<file path="src/rtl/mem_bus_arbiter.sv">
// Two-master arbiter for the picorv32 native bus: round-robin grant, run/step gating
// of completions, and a watchdog that terminates hung transactions with ERR_DATA.
module mem_bus_arbiter #(
  parameter int unsigned TIMEOUT_CYCLES = 255,
  parameter logic [31:0] ERR_DATA       = 32'hDEAD_BEEF
) (
  input  logic        clk,
  input  logic        reset,
  input  logic        m0_valid,
  input  logic        m0_instr,
  input  logic [31:0] m0_addr,
  input  logic [31:0] m0_wdata,
  input  logic [3:0]  m0_wstrb,
  output logic        m0_ready,
  output logic [31:0] m0_rdata,
  input  logic        m1_valid,
  input  logic [31:0] m1_addr,
  input  logic [31:0] m1_wdata,
  input  logic [3:0]  m1_wstrb,
  output logic        m1_ready,
  output logic [31:0] m1_rdata,
  output logic        s_valid,
  output logic        s_instr,
  output logic [31:0] s_addr,
  output logic [31:0] s_wdata,
  output logic [3:0]  s_wstrb,
  input  logic        s_ready,
  input  logic [31:0] s_rdata,
  input  logic        run,
  input  logic        step,
  input  logic        err_clr,
  output logic [1:0]  grant,
  output logic        timeout_err
);

  typedef enum logic [1:0] {
    IDLE = 2'b00,
    GNT0 = 2'b01,
    GNT1 = 2'b10
  } state_t;

  localparam logic [31:0] TMO_LIMIT = TIMEOUT_CYCLES;
  localparam logic        TMO_EN    = (TIMEOUT_CYCLES != 0);

  state_t      state, state_next;
  logic        last_grant, last_grant_next;
  logic        step_armed;
  logic [31:0] timer;
  logic        timeout_reg;

  logic        granted;
  logic        cur_valid;
  logic        counting;
  logic        timeout_hit;
  logic        complete;
  logic        xfer_done;
  logic [31:0] resp_data;

  // Timeout is decided from the timer alone so s_valid never depends on s_ready.
  always_comb begin
    granted     = (state != IDLE);
    cur_valid   = 1'b0;
    case (state)
      GNT0:    cur_valid = m0_valid;
      GNT1:    cur_valid = m1_valid;
      default: cur_valid = 1'b0;
    endcase
    counting    = run | step_armed;
    timeout_hit = TMO_EN & granted & cur_valid & counting & (timer == TMO_LIMIT);
    complete    = granted & cur_valid & s_ready & counting & ~timeout_hit;
    xfer_done   = complete | timeout_hit;
    resp_data   = timeout_hit ? ERR_DATA : s_rdata;
  end

  always_comb begin
    state_next      = state;
    last_grant_next = last_grant;
    s_valid         = 1'b0;
    s_instr         = 1'b0;
    s_addr          = 32'h0;
    s_wdata         = 32'h0;
    s_wstrb         = 4'h0;
    m0_ready        = 1'b0;
    m0_rdata        = 32'h0;
    m1_ready        = 1'b0;
    m1_rdata        = 32'h0;
    case (state)
      IDLE: begin
        if (m0_valid && m1_valid) begin
          if (last_grant) begin
            state_next      = GNT0;
            last_grant_next = 1'b0;
          end else begin
            state_next      = GNT1;
            last_grant_next = 1'b1;
          end
        end else if (m0_valid) begin
          state_next      = GNT0;
          last_grant_next = 1'b0;
        end else if (m1_valid) begin
          state_next      = GNT1;
          last_grant_next = 1'b1;
        end
      end
      GNT0: begin
        s_valid  = m0_valid & ~timeout_hit;
        s_instr  = m0_instr;
        s_addr   = m0_addr;
        s_wdata  = m0_wdata;
        s_wstrb  = m0_wstrb;
        m0_ready = xfer_done;
        m0_rdata = xfer_done ? resp_data : 32'h0;
        if (!m0_valid || xfer_done) state_next = IDLE;
      end
      GNT1: begin
        s_valid  = m1_valid & ~timeout_hit;
        s_addr   = m1_addr;
        s_wdata  = m1_wdata;
        s_wstrb  = m1_wstrb;
        m1_ready = xfer_done;
        m1_rdata = xfer_done ? resp_data : 32'h0;
        if (!m1_valid || xfer_done) state_next = IDLE;
      end
      default: state_next = IDLE;
    endcase
  end

  always_ff @(posedge clk or posedge reset) begin
    if (reset) begin
      state      <= IDLE;
      last_grant <= 1'b1;
    end else begin
      state      <= state_next;
      last_grant <= last_grant_next;
    end
  end

  // A pulse arriving in the completing cycle is dropped, so pulses never queue up.
  always_ff @(posedge clk or posedge reset) begin
    if (reset) begin
      step_armed <= 1'b0;
    end else if (xfer_done) begin
      step_armed <= 1'b0;
    end else if (step) begin
      step_armed <= 1'b1;
    end
  end

  // Held at zero while idle, so every grant starts counting from zero.
  always_ff @(posedge clk or posedge reset) begin
    if (reset) begin
      timer <= 32'h0;
    end else if (state == IDLE) begin
      timer <= 32'h0;
    end else if (TMO_EN && cur_valid && counting && !xfer_done) begin
      timer <= timer + 32'd1;
    end
  end

  always_ff @(posedge clk or posedge reset) begin
    if (reset) begin
      timeout_reg <= 1'b0;
    end else if (timeout_hit) begin
      timeout_reg <= 1'b1;
    end else if (err_clr) begin
      timeout_reg <= 1'b0;
    end
  end

  assign grant       = state;
  assign timeout_err = timeout_reg;

endmodule

</file>
<file path="config.mk">
export PLATFORM = sky130hd
export DESIGN_NAME = mem_bus_arbiter
export DESIGN_NICKNAME = d
export VERILOG_FILES = /design/src/rtl/mem_bus_arbiter.sv
export SDC_FILE = /design/constraint.sdc
export NUM_CORES = 1
export LEC_CHECK = 0
export ABC_AREA = 0
export BUFFER_PORTS_ARGS = -buffer_cell sky130_fd_sc_hd__buf_2
export CAP_MARGIN = 20
export CORE_AREA = 2 2 123 125
export CTS_CLUSTER_DIAMETER = 120
export CTS_CLUSTER_SIZE = 24
export DETAILED_ROUTE_END_ITERATION = 12
export DIE_AREA = 0 0 125 127
export GPL_TIMING_DRIVEN = 0
export PLACE_DENSITY = 0.65
export SLEW_MARGIN = 30
export SYNTH_ARGS = -nofsm -noshare
export SYNTH_HDL_FRONTEND = slang
export SYNTH_SLANG_ARGS = --single-unit
</file>
<file path="constraint.sdc">
create_clock -name clk -period 5.96 [get_ports clk]
set_input_delay 0 -clock clk [delete_from_list [all_inputs] [get_ports clk]]
set_output_delay 0 -clock clk [all_outputs]
set_load 0.01 [all_outputs]
</file>
==> key figures <==
Global routing
  – First-pass GRT wire length: roughly 27000 um
  – Overall Global Routing Usage: around 22%
  – Vias in the first global route: 4688
  – Antenna violations before repair: 0
  – Congestion Overflow GR: 0
  – Pin count of the biggest net entering global routing: 29

Drt
  – Vias per cell: slightly above 5
  – Remaining DRCs: 0
  – Wire per inst: 19.3 um
  – Post-DRT Antenna Nets: 0
  – Vias: between 5000 and 6000
  – Initial drt markers: about 330
  – Drt first pass iters: 5
  – Routed WL: between 15000 and 20000 um

STA
  – Fin crit share: a little under three fifths
  – Final Hold Viols: 0
  – Skew final: about 0.0023 ns
  – Slew @ Worst Pin: between 0.7 and 0.8 ns
  – Slew headroom: roughly half
  – Hold Slack: ~0.0049 ns
  – Fmax: slightly below 300 MHz
  – Setup TNS: 0 ns
  – Final setup viols: 0
  – RSZ-0062 raised after global routing: false
  – Final min period: around 3.4 ns
  – Fin. max-slew vios: 0

Worst hold path
  – HP Start: err_clr
  – Worst hold path stage count: 3
  – Hold Path Class: in -> reg
  – Hold endpoint: timeout_err$_DFFE_PP0P_

Place
  – RD Place Congestion: approximately 0.92
  – Post-DP HPWL: between 15000 and 20000 um
  – IO buf count: 315

Clock network
  – CTS buffer count: 5
  – H-tree depth: 2
  – Clk slew on worst S/H paths: around 0.06 ns
  – Worst skew pair latency: 0.28 ns
  – Longest Clk Path Bufs: 2
  – Clock sink count: 37
  – CTS tree: done
  – Root buffer cell: clkbuf_16
  – Post-CTS Repair Setup Buffers: 0

Worst setup path
  – Worst Setup End Kind: output pin
  – Crit-path cells: inv_1 > ha_1 > buf_2 > a22oi_1 > nor3_1 > nand2_1 > nor3b_1 > and2_1 > buf_2
  – Reg2Reg Depth: 8
  – FF-to-FF Start: grant[0]$_DFFE_PP0P_
  – Crit Path Class: reg -> out
  – CP peak stage delay: about 0.66 ns
  – Setup crit start kind: flop
  – Worst Path Required: 5.96 ns
  – Worst path arrival time: roughly 3.4 ns
  – Worst-path maximum fanout: 10
  – Flop-to-flop setup slack: around 3.1 ns
  – Most frequent CP cell: buf_2
  – CP max stage cell: nor3b_1
  – R2r endpoint: timer[26]$_DFFE_PP0P_

Yosys
  – EDFF count, synth: 0
  – Gate count after technology mapping: approximately 470
  – Async set or reset register ratio after synthesis: 100%
  – Yosys warns: 0
  – Distinct cells, synth: 48
  – Sequential share of the synthesized area: about a quarter
  – Most numerous cell in the Yosys netlist: nor2b_1
  – Top-area cell type share of the netlist area: between 20% and 30%
  – Commonest cells in the synthesized netlist: nor2b_1 (74), a22oi_1 (69), o21a_1 (50), dfrtp_1 (36), clkbuf_1 (24)
  – Syn_nets: approximately 650
  – Area leader, netlist: dfrtp_1
  – Flops & latches, synth: 37
  – Mapped cell area: approximately 3800 sq um
  – Most used flip-flop cell after synthesis: dfrtp_1
  – Ranking of synthesized cells by area: dfrtp_1 (24%), a22oi_1 (14%), nor2b_1 (12%)
  – Average size of a mapped cell: roughly 8.1 sq um

Run status
  – Status: complete, no violations

Power
  – Combinational share of power: about two thirds
  – Clock power frac: a little under a fifth
  – Sw frac: approximately 47%
  – Flop pwr share: between 15 and 20%
  – Int Pwr: 0.906 mW
  – Pwr Density: approximately 300 nW/um^2
  – Sw Pwr: 0.805 mW
  – Max VDD drop: between 100 and 150 uV
  – Leak: 2.92 nW

Floorplanning
  – Initial core utilization: a little over a quarter
  – Die X: approximately 130 um
  – Core Area: 14400 sq um
  – Die ar.: 15900 sq um
  – # rows: 44
  – Chip Height: around 130 um
  – IO Count: between 300 and 400

Job
  – Max Cap Viol: 0

Finish
  – Diode count: 0
  – Synthesis-to-finish area growth: 53.8%
  – Nets: between 900 and 1000
  – Share of layout cells above drive strength 1: roughly 45%
==> critical path: cells and delay by family, from the launching register on <==
family | cells | cell delay, ns
buffers and inverters | 3 | 0.56
flip-flops | 1 | 0.41
AO/OA/AOI/OAI | 1 | 0.28
AND/OR/NAND/NOR | 4 | 1.69
adder cells (fa/ha/maj) | 1 | 0.14
==> layer usage <==
| layer | global-route usage [%] | share of wire [%] | up-vias |
|---|---|---|---|
| met5 | 0 | 0 | - |
| met4 | 5.62 | 2.3 | 0 |
| met3 | 6.16 | 10 | 24 |
| met2 | 37.6 | 48 | 296 |
| met1 | 28.3 | 40 | 2382 |
| li1 | - | - | 2378 |
==> flip-flops by register name, indices dropped and copies added, names as in the netlist <==
register	count
timeout_err	1
timer	32
step_armed	1
last_grant	1
grant	2
==> timing repair <==
| item | 4_1_cts | 5_1_grt |
|---|---|---|
| hold buffers | 3 | 0 |
| gates resized for setup | 0 | 0 |
| hold endpoints to repair | 39 | 0 |
==> power groups by stage <==
stage / logic, mW / clock network, mW / registers [mW]
6_report: 1.12 / 0.311 / 0.278
5_1_grt: 1.22 / 0.323 / 0.280
4_1_cts: 1.11 / 0.315 / 0.278
3_5_place_dp: 1.11 / 0 / 0.283
3_3_place_gp: 1.11 / 0 / 0.282
2_1_floorplan: 0.651 / 0 / 0.282
==> cell usage in the layout (no fill, tap or decap), types with 3 or more instances in the layout <==
cell type,Yosys,routed
nand2_1,16,16
clkbuf_16,0,5
or4_1,9,9
nor2b_1,74,74
nand3_1,16,16
and2_1,20,20
dlygate4sd3_1,0,3
mux2_4,6,6
buf_1,5,5
a22oi_1,69,69
nand4_1,7,7
ha_1,4,4
xor2_1,10,10
nor3_1,5,5
o31ai_1,6,6
nor3b_1,3,3
inv_1,10,9
clkbuf_1,24,25
nor4_1,6,6
o21ai_0,7,7
nor2_1,23,23
a21oi_1,8,8
o211ai_1,4,4
buf_2,10,325
o2111ai_1,4,4
o21a_1,50,50
dfrtp_1,36,36
or3_1,3,3
a211oi_2,3,3
==> worst max-delay path by stage <==
| stage | slack [ns] | cells after the start | from | endpoint |
|---|---|---|---|---|
| 2_1_floorplan | 3.58 | 7 | grant[0]$_DFFE_PP0P_ | timer[26]$_DFFE_PP0P_ |
| 3_3_place_gp | 2.99 | 9 | grant[0]$_DFFE_PP0P_ | m1_rdata[17] |
| 3_5_place_dp | 3.00 | 8 | grant[0]$_DFFE_PP0P_ | m0_rdata[20] |
| 4_1_cts | 2.68 | 8 | grant[0]$_DFFE_PP0P_ | m0_rdata[20] |
| 5_1_grt | 2.40 | 9 | grant[0]$_DFFE_PP0P_ | m1_rdata[17] |
| 6_report | 2.59 | 9 | grant[0]$_DFFE_PP0P_ | m1_rdata[29] |
==> layout make-up <==
type,count,area [sq um]
Buffer,41,181
Clock buffer,7,143
Clock inverter,1,30.0
Fill cell,1531,8620
Inverter,10,37.5
Multi-Input combinational cell,380,2620
Sequential cell,37,927
Tap cell,184,230
Timing Repair Buffer,319,1630
==> cells by family (layout without fill, tap and decap cells) <==
kind of cell | after synthesis | count (layout) | synth area share (%)
AOI/OAI and AO/OA | 163 | 163 | 32.5
and+or+nand+nor | 192 | 192 | 29.7
DFF | 37 | 37 | 24.6
adders and majority gates | 4 | 4 | 1.33
muxes | 9 | 9 | 3.22
xor gates and xnor gates | 12 | 12 | 2.79
buffers and inverters | 51 | 378 | 5.81
==> through the flow <==
| stage | cells | worst slack (ns) | instance area, sq um | util, % | total power, mW |
|---|---|---|---|---|---|
| floorplan | 468 | 3.58 | 3770 | - | 0.933 |
| global placement | 967 | 2.99 | 5580 | 38.7 | 1.39 |
| detailed placement | 968 | 3.00 | 5600 | 38.8 | 1.39 |
| CTS | 979 | 2.68 | 5800 | 40.2 | 1.71 |
| global route | 979 | 2.40 | 5800 | 40.2 | 1.83 |
| finish | 979 | 2.59 | 5800 | 40.2 | 1.71 |
(Power assumes the default switching activity.)
